`src/rtl/galaksija_ps2_pkg.sv`:
```
// Shared types and byte constants for the Galaksija PS/2 keyboard decoder.
package galaksija_ps2_pkg;

    typedef enum logic [1:0] {
        ST_IDLE,
        ST_DATA,
        ST_PARITY,
        ST_STOP
    } ps2_state_e;

    localparam logic [7:0] PS2_EXT        = 8'hE0;
    localparam logic [7:0] PS2_REL        = 8'hF0;
    localparam logic [7:0] PS2_PAUSE      = 8'hE1;
    localparam logic [2:0] PS2_PAUSE_SKIP = 3'd7;

endpackage

```
`src/rtl/galaksija_ps2_filter.sv`:
```
// Two-flop synchronizer plus stability filter for one raw PS/2 line.
module galaksija_ps2_filter #(
    parameter int FILTER_LEN = 4
) (
    input  logic clk,
    input  logic reset_n,
    input  logic line_in,
    output logic line_sync,
    output logic level,
    output logic fall_stb
);

    localparam int CNT_W = $clog2(FILTER_LEN + 1);

    logic             sync1_q, sync2_q;
    logic             level_q, level_d;
    logic             fall_q, fall_d;
    logic [CNT_W-1:0] cnt_q, cnt_d;

    // The counter tracks how long the synchronized line has disagreed with the accepted level.
    always_comb begin
        level_d = level_q;
        fall_d  = 1'b0;
        cnt_d   = '0;
        if (sync2_q != level_q) begin
            if (cnt_q == CNT_W'(FILTER_LEN - 1)) begin
                level_d = sync2_q;
                fall_d  = ~sync2_q;
            end else begin
                cnt_d = cnt_q + 1'b1;
            end
        end
    end

    always_ff @(posedge clk or negedge reset_n) begin
        if (!reset_n) begin
            sync1_q <= 1'b1;
            sync2_q <= 1'b1;
            level_q <= 1'b1;
            fall_q  <= 1'b0;
            cnt_q   <= '0;
        end else begin
            sync1_q <= line_in;
            sync2_q <= sync1_q;
            level_q <= level_d;
            fall_q  <= fall_d;
            cnt_q   <= cnt_d;
        end
    end

    assign line_sync = sync2_q;
    assign level     = level_q;
    assign fall_stb  = fall_q;

endmodule

```
`src/rtl/galaksija_ps2_decoder.sv`:
```
// PS/2 frame receiver with E0/F0 prefix tracking and Pause-sequence swallowing.
module galaksija_ps2_decoder
    import galaksija_ps2_pkg::*;
#(
    parameter int FILTER_LEN  = 4,
    parameter int TIMEOUT_CYC = 50000
) (
    input  logic        clk,
    input  logic        reset_n,
    input  logic        ps2_clk,
    input  logic        ps2_data,
    output logic [10:0] ps2_key,
    output logic        byte_stb,
    output logic        frame_err
);

    localparam int TMO_W = $clog2(TIMEOUT_CYC + 1);

    logic clk_sync, clk_level, clk_fall;
    logic data_sync, data_level, data_fall;
    logic unused_lines;

    galaksija_ps2_filter #(.FILTER_LEN(FILTER_LEN)) u_clk_filter (
        .clk      (clk),
        .reset_n  (reset_n),
        .line_in  (ps2_clk),
        .line_sync(clk_sync),
        .level    (clk_level),
        .fall_stb (clk_fall)
    );

    galaksija_ps2_filter #(.FILTER_LEN(FILTER_LEN)) u_data_filter (
        .clk      (clk),
        .reset_n  (reset_n),
        .line_in  (ps2_data),
        .line_sync(data_sync),
        .level    (data_level),
        .fall_stb (data_fall)
    );

    assign unused_lines = ^{clk_sync, clk_level, data_level, data_fall};

    ps2_state_e       state_q, state_d;
    logic [2:0]       bit_cnt_q, bit_cnt_d;
    logic [7:0]       shift_q, shift_d;
    logic             parity_q, parity_d;
    logic [TMO_W-1:0] tmo_q, tmo_d;
    logic             ext_q, ext_d;
    logic             rel_q, rel_d;
    logic [2:0]       skip_q, skip_d;
    logic [10:0]      ps2_key_q, ps2_key_d;
    logic             byte_stb_q, byte_stb_d;
    logic             frame_err_q, frame_err_d;

    always_comb begin
        state_d     = state_q;
        bit_cnt_d   = bit_cnt_q;
        shift_d     = shift_q;
        parity_d    = parity_q;
        tmo_d       = '0;
        ext_d       = ext_q;
        rel_d       = rel_q;
        skip_d      = skip_q;
        ps2_key_d   = ps2_key_q;
        byte_stb_d  = 1'b0;
        frame_err_d = 1'b0;

        case (state_q)
            ST_IDLE: begin
                if (clk_fall && !data_sync) begin
                    state_d   = ST_DATA;
                    bit_cnt_d = 3'd0;
                end
            end
            ST_DATA: begin
                if (clk_fall) begin
                    shift_d   = {data_sync, shift_q[7:1]};
                    bit_cnt_d = bit_cnt_q + 3'd1;
                    if (bit_cnt_q == 3'd7) begin
                        state_d = ST_PARITY;
                    end
                end
            end
            ST_PARITY: begin
                if (clk_fall) begin
                    parity_d = data_sync;
                    state_d  = ST_STOP;
                end
            end
            ST_STOP: begin
                if (clk_fall) begin
                    state_d = ST_IDLE;
                    // Odd parity over data+parity, and a high stop bit, make the frame good.
                    if ((^{shift_q, parity_q}) && data_sync) begin
                        byte_stb_d = 1'b1;
                        if (skip_q != 3'd0) begin
                            skip_d = skip_q - 3'd1;
                        end else begin
                            case (shift_q)
                                PS2_PAUSE: skip_d = PS2_PAUSE_SKIP;
                                PS2_EXT:   ext_d  = 1'b1;
                                PS2_REL:   rel_d  = 1'b1;
                                default: begin
                                    ps2_key_d = {~ps2_key_q[10], ~rel_q, ext_q, shift_q};
                                    ext_d     = 1'b0;
                                    rel_d     = 1'b0;
                                end
                            endcase
                        end
                    end else begin
                        frame_err_d = 1'b1;
                        ext_d       = 1'b0;
                        rel_d       = 1'b0;
                        skip_d      = 3'd0;
                    end
                end
            end
            default: state_d = ST_IDLE;
        endcase

        // A stalled keyboard mid-frame aborts the frame but leaves prefix state intact.
        if (state_q != ST_IDLE && !clk_fall) begin
            if (tmo_q == TMO_W'(TIMEOUT_CYC - 1)) begin
                state_d     = ST_IDLE;
                frame_err_d = 1'b1;
            end else begin
                tmo_d = tmo_q + 1'b1;
            end
        end
    end

    always_ff @(posedge clk or negedge reset_n) begin
        if (!reset_n) begin
            state_q     <= ST_IDLE;
            bit_cnt_q   <= 3'd0;
            shift_q     <= 8'd0;
            parity_q    <= 1'b0;
            tmo_q       <= '0;
            ext_q       <= 1'b0;
            rel_q       <= 1'b0;
            skip_q      <= 3'd0;
            ps2_key_q   <= 11'd0;
            byte_stb_q  <= 1'b0;
            frame_err_q <= 1'b0;
        end else begin
            state_q     <= state_d;
            bit_cnt_q   <= bit_cnt_d;
            shift_q     <= shift_d;
            parity_q    <= parity_d;
            tmo_q       <= tmo_d;
            ext_q       <= ext_d;
            rel_q       <= rel_d;
            skip_q      <= skip_d;
            ps2_key_q   <= ps2_key_d;
            byte_stb_q  <= byte_stb_d;
            frame_err_q <= frame_err_d;
        end
    end

    assign ps2_key   = ps2_key_q;
    assign byte_stb  = byte_stb_q;
    assign frame_err = frame_err_q;

endmodule

```
`config.mk`:
```
export PLATFORM = sky130hd
export DESIGN_NAME = galaksija_ps2_decoder
export DESIGN_NICKNAME = d
export VERILOG_FILES = /design/src/rtl/galaksija_ps2_pkg.sv /design/src/rtl/galaksija_ps2_filter.sv /design/src/rtl/galaksija_ps2_decoder.sv
export SDC_FILE = /design/constraint.sdc
export NUM_CORES = 1
export LEC_CHECK = 0
export CAP_MARGIN = 25
export CORE_MARGIN = 2
export CORE_UTILIZATION = 58
export DETAILED_ROUTE_END_ITERATION = 7
export GPL_TIMING_DRIVEN = 0
export PLACE_DENSITY = 0.79
export SLEW_MARGIN = 5
export SYNTH_ARGS = -nofsm -noshare
export SYNTH_HDL_FRONTEND = slang
export SYNTH_SLANG_ARGS = --single-unit
export TNS_END_PERCENT = 30
```
`constraint.sdc`:
```
create_clock -name clk -period 2.7 [get_ports clk]
set_input_delay 0.54 -clock clk [delete_from_list [all_inputs] [get_ports clk]]
set_output_delay 0.54 -clock clk [all_outputs]
set_load 0.1 [all_outputs]
```
# ---- Word level (Yosys, flattened, before mapping)
# Index checks and enable logic that the tools add are counted.
dict set report totals {
  regBits 57
  input_bits 4
  out_inout_bits 13
  wordCells 98
}
dict set report op_classes {
  addsub 4
  n_eq_ne 16
  mux 34
  bitwise_logic 5
  reduce_logical 21
}
# operator n
set op_table {}
lappend op_table {{$mux 16} 2}
lappend op_table {{$eq 8x8->1 const B} 3}
lappend op_table {{$mux 3} 7}
lappend op_table {{$add 16x1->16 const B} 1}
lappend op_table {{$eq 16x16->1 const B} 1}
lappend op_table {{$mux 1} 14}
lappend op_table {{$mux 2} 7}
lappend op_table {{$reduce_xor 9->1} 1}
lappend op_table {{$ne 2x2->1 const B} 4}
lappend op_table {{$pmux 2 s4} 1}
lappend op_table {{$reduce_and 4->1} 2}
lappend op_table {{$add 3x1->3 const B} 2}
lappend op_table {{$pmux 3 s2} 1}
lappend op_table {{$reduce_and 2->1} 3}
lappend op_table {{$reduce_and 3->1} 2}
lappend op_table {{$not 1->1} 5}
lappend op_table {{$reduce_and 5->1} 1}
lappend op_table {{$eq 2x2->1 const B} 2}
lappend op_table {{$pmux 1 s2} 2}
lappend op_table {{$reduce_bool 2->1} 2}
lappend op_table {{$reduce_or 2->1} 2}
lappend op_table {{$eq 3x2->1 const B} 1}
lappend op_table {{$eq 3x3->1 const B} 1}
lappend op_table {{$logic_and 1x1->1} 3}
lappend op_table {{other kinds (9)} 10}

# ---- Depth between registers and ports, before layout
# Gate-level depths: netlist of the first run.
dict set report logic_depth {
  ltp_word 7
  depth_mapped 7
  depth_no_buf 6
}

# ---- Hierarchy
# From an unflattened synthesis of the first run, not the netlist that was laid out.
dict set report hier_totals {
  cells_unflattened 252
  hier_area_um2 2862.7
}
# module n_inst cells_each area_each_um2 seq_area_each_um2
set modules_own_cells {}
lappend modules_own_cells {galaksija_ps2_decoder 1 222 2332.2 1201.2}
lappend modules_own_cells {galaksija_ps2_filter 2 15 265.3 178.9}

# ---- Worst setup path before layout of the first run
# OpenSTA, ideal clock, no wires.
dict set report synth_timing {
  kind {flip-flop to flip-flop}
  from {register shift_q[4]}
  to {register ps2_key_q[1], in the netlist ps2_key[1]}
  setup_time_ns 0.125
  arrival_time_ns 1.996
  setup_slack_ns 0.578
  stages_incl_launch_ff 8
  period_less_slack_ns 2.122
  path_cell_list {dfrtp_1 -> buf_6 -> xor2_1 -> xnor3_2 -> mux2i_4 -> nand4b_4 -> buf_12 -> mux2_4}
}
dict set report synth_between {
  elab_chain_len 4
  elab_cells_between_ends 8
}
# item line
set synth_rtl {}
lappend synth_rtl {{start: declaration} galaksija_ps2_decoder.sv:45} ;# logic [7:0] shift_q, shift_d;
lappend synth_rtl {{start signal: assignment} galaksija_ps2_decoder.sv:148} ;# shift_q <= shift_d;
lappend synth_rtl {{$eq 8x8->1} galaksija_ps2_decoder.sv:99} ;# case (shift_q)
lappend synth_rtl {{$reduce_or 3->1 (no source line)} n/a}
lappend synth_rtl {{$not 1->1 (no source line)} n/a}
lappend synth_rtl {{$reduce_and 5->1 (no source line) (*)} n/a}
lappend synth_rtl {{end signal: assignment} galaksija_ps2_decoder.sv:154} ;# ps2_key_q <= ps2_key_d;
lappend synth_rtl {{end: declaration} galaksija_ps2_decoder.sv:51} ;# logic [10:0] ps2_key_q, ps2_key_d;
# Mark *: on every way between the ends. The rest lies on a longest branch, timed or not.
# A chain may end at the register's enable or synchronous reset.

# ---- Final worst setup path of the first run
dict set report layout_timing {
  from {register ps2_key_q[10], in the netlist ps2_key[10]}
  to {output port ps2_key[10]}
}
# item line
set layout_lines {}
lappend layout_lines {{end: declaration} galaksija_ps2_decoder.sv:12} ;# output logic [10:0] ps2_key,
# No word-level cell between the ends.

==> summary.md, run 1 <==
| Metric | Value |
|---|---|
| Status | `completed` |
| Average cell area after synthesis | `11.2 um^2` |
| Top post-synthesis cells by area | `dfrtp_1, dfstp_2, nand2_1` |
| Crit-path leading delay family | `buffers and inverters` |
| R2R setup slack | `0.42 ns` |
| Final setup fails | `0` |
| Vias in the first global route | `1819` |
| Number of buffers and inverters on the critical path | `1` |
| Initial Util | `0.606` |
| Gr ovfl total | `0` |
| Worst path max stage delay | `1.14 ns` |
| CP required | `2.16 ns` |
| Clk_lat worst skew | `0.34 ns` |
| # H-tree levels | `3` |
| Initial antenna violation count | `0` |
| Final Hold Viols | `0` |
| DRT iter0 DRCs | `140` |
| Fmax | `420 MHz` |
| First-pass GRT wire length | `8.22 mm` |
| Mapped Area | `2660 um^2` |
| DR WL/cell | `13.6 um` |
| RSZ-0062 raised after global routing | `no` |
| CTS tree | `yes` |
| Crit Path Category | `reg -> out` |
| Bufs on Longest Clock Path | `2` |
| Layout fillers | `326` |
| Dpl hpwl | `3.11 mm` |
| Total Routing Usage GR | `0.211` |
| Crit Path Max Fanout | `2` |
| Footprint of the multi-input gates | `1150 um^2` |
| DIE WIDTH | `71.7 um` |
| Critical path's slowest cell | `clkdlybuf4s50_1` |
| Fin Setup TNS | `0 ns` |
| Final layout net count | `276` |
| Antenna-violating nets left | `0` |
| Minimum clock period | `2.38 ns` |
| DRC viols | `0` |
| Yosys cell types | `43` |
| Post-CTS Resized | `0` |
| Fin crit share | `0.881` |
| Final Slew Violations | `0` |
| Post-synth EDFFs | `0` |
| Largest net degree at the start of global routing | `32` |
| Max cap viols | `0` |
| Slew headroom | `0.352` |
| Dpl cell area | `2900 um^2` |
| Worst-path clk slew | `0.06 ns` |
| Most frequent cells after synthesis | `dfrtp_1, nand2_1, nor2_1` |
| DIE AREA | `5140 um^2` |
| Yosys top cell by area | `dfrtp_1` |
| P per Cell Area | `628 nW/um^2` |
| Post-synthesis sequential area ratio | `0.539` |
| Vias | `1772` |
| Top cell type's share of synthesized area | `0.489` |
| Register area | `1430 um^2` |
| Synthesized flop and latch total | `57` |
| Crit path cell chain | `clkdlybuf4s50_1` |
| Ys async rst share | `1.00` |
| Worst Setup End Kind | `primary output` |
| Core footprint | `4380 um^2` |
| WL final | `4.41 mm` |
| GPL Wtd Cong | `0.811` |
| Layout cell share with drive strength beyond 1 | `0.148` |
| Fin cells | `323` |
| Synth warnings | `0` |
| Startpoint types | `flip-flop` |
| Fin area | `3110 um^2` |
| Synth Flop Type | `dfrtp_1` |
| Die height | `71.7 um` |
| Util after Layout | `0.709` |
| Maximum VDD drop | `0.499 mV` |
| Post-CTS Setup Bufs | `0` |
| Vias per cell | `5.49` |
| Leak | `1.45 nW` |
| Worst slew pin tran | `0.969 ns` |
| Site row count | `24` |
| Root buffer cell | `clkbuf_8` |
| Syn Inst Count | `238` |
| Area grow syn2layout | `16.8%` |
| CTS Hold Buffers Added | `0` |
| Antenna cells | `0` |
| I/O pin count | `17` |
| Library cell with the highest instance count after synthesis | `dfrtp_1` |
| CTS Buf Count | `9` |
| Detailed Routing Iterations Pass 1 | `4` |
| CP arrival | `1.84 ns` |
| Hold/Removal Path Class | `in -> async` |
| Clock sinks | `57` |
| Synth Net Count | `248` |
| PortBufs | `16` |
| Worst Skew | `0.00762 ns` |
| Cell Count Post-Placement | `307` |
==> stage by stage <==
stage	power (W)	hold slack [ns]	worst slack, ns
2_1_floorplan	0.00108	0.244	0.578
3_3_place_gp	0.00113	0.346	-0.575
3_5_place_dp	0.00115	0.347	0.377
4_1_cts	0.00197	0.227	0.306
5_1_grt	0.00204	0.267	0.198
6_report	0.00195	0.208	0.321
==> power breakdown <==
part           leakage (nW)  internal, W  switching (W)  total, W
clock network         0.107     0.000501       0.000323  0.000824
registers             0.776     0.000908      0.0000310  0.000939
logic                 0.569    0.0000711       0.000116  0.000187
==> layer usage <==
metal | track usage | vias up | wire, um
li1 | - | 865 | -
met1 | 0.270 | 866 | 1960
met2 | 0.335 | 31 | 2190
met3 | 0.0591 | 10 | 160
met4 | 0.0943 | 0 | 90
met5 | 0 | - | 0
==> path summary, 6_finish.rpt <==
check,to,startpoint,cells past startpoint
min in group clk,u_data_filter.line_sync,u_data_filter.sync1_q,0
max reg2reg,ps2_key[2],shift_q[4],7
max in group asynchronous,u_clk_filter.level,reset_n,2
max,ps2_key[10],ps2_key[10],1
min reg2reg,u_data_filter.line_sync,u_data_filter.sync1_q,0
min,ps2_key[1],reset_n,1
==> worst register-to-register path, stage by stage, from the launching register on <==
cell and delay (ns):
dfrtp_1 0.38, buf_6 0.14, xor2_1 0.18, xnor3_2 0.48, mux2i_4 0.31, nand4b_4 0.23, buf_12 0.15, mux2_4 0.30
==> kinds of logic (layout without fill, tap and decap cells) <==
| family | Yosys count | in the layout | synth area share |
|---|---|---|---|
| buf+inv | 15 | 48 | 0.0301 |
| xor+xnor | 21 | 21 | 0.0819 |
| compound gates | 24 | 24 | 0.0607 |
| simple gates | 101 | 101 | 0.187 |
| fa+ha+maj | 6 | 6 | 0.0282 |
| mux | 14 | 14 | 0.0734 |
| flops | 57 | 57 | 0.539 |
==> registers in the layout, summed over array words and instances, names as in the netlist, 2 cells and up <==
register / count
tmo_q: 16
ps2_key: 11
shift_q: 8
bit_cnt_q: 3
skip_q: 3
u_clk_filter.cnt_q: 3
state_q: 2
==> cell usage in the layout, fill, tap and decap left out, types with 3 or more instances in the layout <==
cell              n
nand3_1          10
clkbuf_8         12
mux2i_1           3
a22o_1            4
nor4_1            3
clkbuf_1          8
dfstp_2           5
nor3b_1           3
nand4_1           3
xnor2_1          10
dfrtp_1          52
mux2_4            8
xor2_1            9
nand2_1          35
clkdlybuf4s50_1  15
ha_1              6
o21ai_0          10
nor2_1           28
inv_1             7
==> final cells by class <==
cell class / instances / share of cell area
buffer: 8 / 0.0173
clock buffer: 14 / 0.0556
clock inverter: 2 / 0.0113
inverter: 7 / 0.00846
multi-input combinational: 166 / 0.369
sequential: 57 / 0.461
tap: 52 / 0.0209
timing repair buffer: 17 / 0.0564
No activity file was read; power rests on OpenSTA's default activity.
==> run 2, diff against run 1 <==
- CORE_ASPECT_RATIO: unset -> 1.25
==> run 2 against run 1 <==
Total power down 7.4%. Sequential power about the same. Utilization fell by 1.3 points. Critical endpoint unchanged. Critical path type unchanged. First-iteration DRC count down 39%. Highest routed layer unchanged. Worst hold slack worse by 0.026 ns. Largest power group unchanged. Cell area decreased by 0.97%.
==> summary.md, run 2 (synthesized netlist as in run 1, its figures left out) <==
| Metric | Value |
|---|---|
| Total Routing Usage GR | `0.197` |
| CTS tree | `yes` |
| CP required | `2.16 ns` |
| Crit Path Max Fanout | `2` |
| Minimum clock period | `2.36 ns` |
| Post-CTS Resized | `0` |
| Worst Skew | `0.00699 ns` |
| GR peak layer | `met2` |
| Leak | `1.43 nW` |
| Status | `completed` |
| Fmax | `424 MHz` |
| DIE AREA | `5150 um^2` |
| Max cap viols | `0` |
| Layout fillers | `339` |
| DIE WIDTH | `64.6 um` |
| Fin Setup TNS | `0 ns` |
| Antenna-violating nets left | `0` |
| WL final | `4.26 mm` |
| Startpoint types | `flip-flop` |
| Site row count | `27` |
| Number of buffers and inverters on the critical path | `1` |
| Commonest non-fill, non-tap cell in the layout | `dfrtp_1` |
| Layout cell share with drive strength beyond 1 | `0.137` |
| Worst slew pin tran | `0.970 ns` |
| Antenna cells | `0` |
| Initial antenna violation count | `0` |
| P per Cell Area | `587 nW/um^2` |
| Largest net degree at the start of global routing | `36` |
| GPL Wtd Cong | `0.856` |
| CTS Buf Count | `9` |
| RSZ-0062 raised after global routing | `no` |
| Dpl hpwl | `3.01 mm` |
| Worst path max stage delay | `1.13 ns` |
| Crit-path leading delay family | `buffers and inverters` |
| Clock sinks | `57` |
| Die height | `79.7 um` |
| Crit Path Category | `reg -> out` |
| Met2 usage | `0.328` |
| Initial Util | `0.601` |
| Core footprint | `4430 um^2` |
| DRC viols | `0` |
| Met1 Use GR | `0.224` |
| Util after Layout | `0.695` |
| CTS Hold Buffers Added | `0` |
| Clk_lat worst skew | `0.33 ns` |
| I/O pin count | `17` |
| Gr ovfl total | `0` |
| Detailed Routing Iterations Pass 1 | `4` |
| Bufs on Longest Clock Path | `2` |
| # H-tree levels | `3` |
| Most flop-heavy register | `tmo_q` |
| CP arrival | `1.82 ns` |
| Slew headroom | `0.351` |
| Maximum VDD drop | `0.493 mV` |
| PortBufs | `16` |
| Dpl cell area | `2910 um^2` |
| Global Route met3 Usage | `0.0649` |
| Vias in the first global route | `1740` |
| Final Hold Viols | `0` |
| Final layout net count | `276` |
| Crit path cell chain | `clkdlybuf4s50_1` |
| Fin crit share | `0.874` |
| Final Slew Violations | `0` |
| DR WL/cell | `12.9 um` |
| Vias | `1745` |
| Fin area | `3080 um^2` |
| Worst-path clk slew | `0.06 ns` |
| R2R setup slack | `0.40 ns` |
| Most frequent cells in the layout | `dfrtp_1, nand2_1, nor2_1` |
| Root buffer cell | `clkbuf_8` |
| Post-CTS Setup Bufs | `0` |
| Hold/Removal Path Class | `in -> async` |
| DRT iter0 DRCs | `85` |
| Critical path's slowest cell | `clkdlybuf4s50_1` |
| Vias per cell | `5.30` |
| First-pass GRT wire length | `7.63 mm` |
| Final setup fails | `0` |
| Max reg flops | `16` |
| Worst Setup End Kind | `primary output` |
| Area grow syn2layout | `15.7%` |
==> run 2: changes by cell type in the layout (fill, tap and decap cells not counted), sizes merged <==
cell	before	now
bufinv	1	0
clkbuf	20	22
clkinv	1	0
==> run 2: worst paths after layout <==
| kind | start | end | cells past startpoint |
|---|---|---|---|
| setup reg to reg | tmo_q[4] | tmo_q[9] | 6 |
| setup / recovery | ps2_key[10] | ps2_key[10] | 1 |
| min in group clk | u_clk_filter.sync1_q | u_clk_filter.line_sync | 0 |
| max in group asynchronous | reset_n | u_data_filter.sync1_q | 2 |
| hold reg to reg | u_clk_filter.sync1_q | u_clk_filter.line_sync | 0 |
| hold / removal | reset_n | ps2_key[1] | 1 |
==> run 2: metrics by stage <==
step	instances	hold WS [ns]	total power [W]	worst slack (ns)
finish	329	0.182	0.00181	0.339
global route	329	0.213	0.00191	0.107
CTS	329	0.195	0.00183	0.317
detailed placement	313	0.349	0.00114	0.410
global placement	312	0.346	0.00113	-0.608
floorplan	238	0.244	0.00108	0.578
==> run 2: area by class of cell <==
| cell class | instances | area [um^2] | share of cell area |
|---|---|---|---|
| plain buffers | 8 | 53.8 | 0.0175 |
| clock buffers | 16 | 170 | 0.0553 |
| inverters | 7 | 26.3 | 0.00854 |
| multi-input cells | 166 | 1150 | 0.373 |
| flip-flops and latches | 57 | 1430 | 0.466 |
| well taps | 58 | 72.6 | 0.0236 |
| repair buffers | 17 | 175 | 0.0569 |
==> run 2: metal layers <==
metal	routed length, um	part of all wire
met1	1850	0.43
met2	2140	0.50
met3	169	0.040
met4	100	0.023
met5	0	0
==> run 2: power breakdown <==
part           switching (W)  internal [W]  total [W]
logic               0.000114     0.0000691   0.000183
clock network       0.000300      0.000385   0.000685
registers          0.0000301      0.000908   0.000939
==> edit 1: new RTL, config.mk and constraints of run 2 <==
Add an input register stage for `ps2_data`, without a reset; this delays it by one clock.
--- a/src/rtl/galaksija_ps2_decoder.sv
+++ b/src/rtl/galaksija_ps2_decoder.sv
@@ -18,2 +18,8 @@
 
+    logic ps2_data_q;
+
+    always_ff @(posedge clk) begin
+        ps2_data_q <= ps2_data;
+    end
+
     logic clk_sync, clk_level, clk_fall;
@@ -34,3 +40,3 @@
         .reset_n  (reset_n),
-        .line_in  (ps2_data),
+        .line_in  (ps2_data_q),
         .line_sync(data_sync),
Check against the original RTL: same outputs for any inputs over 10 cycles, from zero or initial values and one cycle with reset_n low; that may be too few to reach the edited logic, so the function may still have changed.
==> edit 1 against run 2 <==
  * Setup slack got worse by 0.020 ns
  * Synthesized cell count is 0.42% higher
  * Sequential cell count is 1 higher
  * Synthesized area increased by 0.75%
  * Critical endpoint unchanged
  * Routed wire length is 2.1% lower
  * Final area up 2.2%
  * Total power increased by 11%
==> edit 1: results (changes against run 2) <==
most instantiated cells after synthesis=dfrtp_1, nand2_1, nor2_1 (unchanged); Placed Cells=314 (was 313); vias in the first global route=1,776 (was 1,740); via count=1,733 (was 1,745); GP Congestion=0.7721 (was 0.8556); worst-margin pin slew=0.9648 ns (was 0.9699 ns); CTS clock-pin slew for the worst setup and hold paths=about 0.070 ns; nets=277 (was 276); Min Hold Slack=0.2140 ns (was 0.1822 ns); WL final=4170 um (was 4259 um); first drt pass iteration count=4 (unchanged); Yosys cell types=44 (was 43); Post-CTS Resized=0 (unchanged); cts bufs inserted=9 (unchanged); endpoints failing setup=0 (unchanged); Top delay family on crit path=buffers and inverters (unchanged); Reg2Reg Depth=6 (unchanged); initial drt markers=74 (was 85); initial antenna violation count=0 (unchanged); first-pass GRT wire length=7445 um (was 7631 um); leakage=0.001462 uW (was 0.001430 uW); DPL Wire Length=2880 um (was 3010 um); Root Buffer=clkbuf_8 (unchanged); Mapped Avg Cell Area=11.21 um^2 (was 11.17 um^2); max reg flops=16 (unchanged); worst-path maximum fanout=2 (unchanged); H-tree depth=3 (unchanged); CTS max path bufs=2 (unchanged); Hold Path Class=in2async (unchanged); Setup WS pre-CTS=0.4220 ns (was 0.4096 ns); Synth Flop Type=dfrtp_1 (unchanged); Seq/Total Area, Yosys=0.5423 (was 0.5388); CP arrival=1.84 ns (was 1.82 ns); final setup skew=0.007657 ns (was 0.006993 ns); Net Sw Power=474.5 uW (was 443.7 uW); leading post-synthesis cells by cell area=dfrtp_1, dfstp_2, nand2_1 (unchanged); largest net degree at the start of global routing=30 (was 36); layout cell share with drive strength beyond 1=0.1507 (was 0.1365); VDD IR max=464.8 uV (was 493.1 uV); fraction of registers with async set/reset=0.9828 (was 1.000); antenna fix cells=0 (unchanged); syn nets=249 (was 248); status=finished, final reports clean (unchanged); YS warnings=0 (unchanged); RR Endpoint=tmo_q[13] (was tmo_q[9]); most flop-heavy register=tmo_q (unchanged); DP Area=0.002927 mm^2 (was 0.002907 mm^2); Worst R2R Setup Slack=around 0.41 ns; DR WL/cell=12.64 um (was 12.95 um); Global Route Usage Sum=0.1943 (was 0.1968); Post-CTS Setup Bufs=0 (unchanged); CP peak stage delay=about 1.1 ns
## edit 1: cell types whose count changed in the layout (fill, tap and decap cells not counted), sizes merged
cell / delta
bufinv: +2
clkbuf: -5
clkinv: +2
clkinvlp: +1
dfxtp: +1
## edit 1: area by class of cell
type / instances / area [um^2]
plain buffers: 8 / 53.80
inverters: 7 / 26.28
repair buffers: 17 / 175.2
flip-flops and latches: 58 / 1453
multi-input cells: 166 / 1146
clock buffers: 11 / 141.4
clock inverters: 5 / 77.57
well taps: 58 / 72.57
fillers: 319 / 1280
## edit 1: cells by family after synthesis
family,Yosys count,synth area share
adder cells (fa/ha/maj),6,0.02802
multiplexers,14,0.07286
buffers and inverters,15,0.02989
AO/OA/AOI/OAI,24,0.06025
flip-flops,58,0.5423
AND/OR/NAND/NOR,101,0.1854
XOR/XNOR,21,0.08127
## edit 1: how the worst max path moves through the flow
stage / startpoint / to / slack (ns) / cells after the start
3_5_place_dp: shift_q[4] / ps2_key[3] / 0.42 / 7
5_1_grt: tmo_q[4] / tmo_q[13] / 0.22 / 6
4_1_cts: ps2_key[10] / ps2_key[10] / 0.30 / 1
2_1_floorplan: shift_q[4] / ps2_key[1] / 0.58 / 7
6_report: ps2_key[10] / ps2_key[10] / 0.32 / 1
3_3_place_gp: reset_n / tmo_q[6] / -0.58 / 1
## edit 1: power by group through the flow
stage	Clock, uW	Sequential, uW	Combinational (uW)
CTS	897	955	186
floorplan	0	962	131
detailed placement	0	969	186
finish	873	955	181
global route	929	960	208
global placement	0	967	176
## edit 1: layer usage
metal	GRT usage	share of wire	wire length, um	vias up
met5	0	0	0	-
met4	0.1213	0.028	117	0
met3	0.07193	0.038	160	12
met2	0.3278	0.49	2042	27
met1	0.2025	0.44	1849	824
li1	-	-	-	870
==> edit 2: new RTL, flow settings as in run 2 <==
Made on the original files. Set the parameter `TIMEOUT_CYC` to 25000 (it was 50000).
--- a/src/rtl/galaksija_ps2_decoder.sv
+++ b/src/rtl/galaksija_ps2_decoder.sv
@@ -5,3 +5,3 @@
     parameter int FILTER_LEN  = 4,
-    parameter int TIMEOUT_CYC = 50000
+    parameter int TIMEOUT_CYC = 25000
 ) (
Function: no difference found for any inputs over 10 cycles, from zero or initial values and one cycle with reset_n low; that may be too few to reach the edited logic, so the function may still have changed.
==> edit 2 against run 2 <==
  * Non-clock buffer count shrank 3
  * Cell count shrank 8.5%
  * Final area shrank 5.1%
  * Via count shrank 5.8%
  * Sequential power is essentially flat
  * Total power shrank 8.8%
  * Synthesized area shrank 3.5%
  * Routed wire length shrank 4.3%
  * Count of clock-buffer cells in the layout shrank 10
  * Fmax shrank 0.33%
  * Sequential cell count shrank 1
  * Utilization shrank 2.0 points
  * Clock skew grew 0.0019 ns
  * Critical endpoint unchanged
  * Setup slack lost 0.0079 ns
  * Largest power group unchanged
==> edit 2: results (changes against run 2) <==
status=finished, final reports clean (unchanged); fillers=349 (was 339); post-synthesis compound-gate area fraction=0.06049 (was 0.06071); layout cell share with drive strength beyond 1=0.1646 (was 0.1365); DP Area=0.002813 mm^2 (was 0.002907 mm^2); Adder-Cell Fraction of Synth Area=0.02927 (was 0.02824); seq_cells=56 (was 57); Data buffer area share=0.06898 (was 0.07442); nets=252 (was 276); Yosys cell types=41 (was 43); most instantiated cells after synthesis=dfrtp_1, nor2_1, nand3_1 (was dfrtp_1, nand2_1, nor2_1); VDD IR max=470.1 uV (was 493.1 uV); cts bufs inserted=5 (was 9); max reg flops=15 (was 16); Seq. pwr=940 uW (was 939 uW); Worst R2R Setup Slack=0.44 ns (was 0.40 ns); syn nets=228 (was 248); WL final=4077 um (was 4259 um); first-pass GRT wire length=7120 um (was 7631 um); Global Route Usage Sum=0.1829 (was 0.1968); DPL Wire Length=3059 um (was 3010 um); RR Endpoint=ps2_key[7] (was tmo_q[9]); Relative slew margins=0.3388 (was 0.3514); footprint of the multi-input gates=0.001094 mm^2 (was 0.001146 mm^2); final setup skew=0.008843 ns (was 0.006993 ns); CP peak stage delay=1.15 ns (was 1.13 ns); Non-CTS inverters=10 (was 7); comb_multi_in=147 (was 166); Min Hold Slack=0.1958 ns (was 0.1822 ns); Synth Area in XOR/XNOR=0.07951 (was 0.08188); vias in the first global route=1,624 (was 1,740); worst-path maximum fanout=2 (unchanged); GP Congestion=0.7970 (was 0.8556); RR Startpoint=shift_q[1] (was tmo_q[4]); clock-cell share of area=0.03685 (was 0.05531); post-synthesis mux area share=0.1073 (was 0.07341); mean number of vias per cell=5.458 (was 5.304); worst skew pair latency=0.30 ns (was 0.33 ns); CTS clock-pin slew for the worst setup and hold paths=0.09 ns (was 0.06 ns); clock buffers=6 (was 16); leakage=0.001337 uW (was 0.001430 uW)
-- edit 2: changes by cell type after synthesis, moves of 3 or more --
| cell | run 2 | this run |
|---|---|---|
| o21ai_0 | 10 | 5 |
| nor2_1 | 28 | 22 |
| nand4_1 | 3 | 0 |
| mux2_2 | 2 | 10 |
| nor3_1 | 2 | 5 |
| nand3_1 | 10 | 17 |
| nand2_1 | 35 | 15 |
| inv_1 | 7 | 10 |
-- edit 2: stage by stage --
stage	setup WS, ns	utilization	std cells	total power (uW)
2_1_floorplan	0.6573	-	218	1079
3_3_place_gp	-0.5487	0.6470	292	1130
3_5_place_dp	0.4701	0.6505	293	1146
4_1_cts	0.3242	0.6753	301	1670
5_1_grt	0.2831	0.6753	301	1741
6_report	0.3312	0.6753	301	1648
-- edit 2: layer usage --
metal	wire (um)	GRT usage
met5	0	0
met4	71	0.07174
met3	100	0.03868
met2	2193	0.3274
met1	1712	0.2129
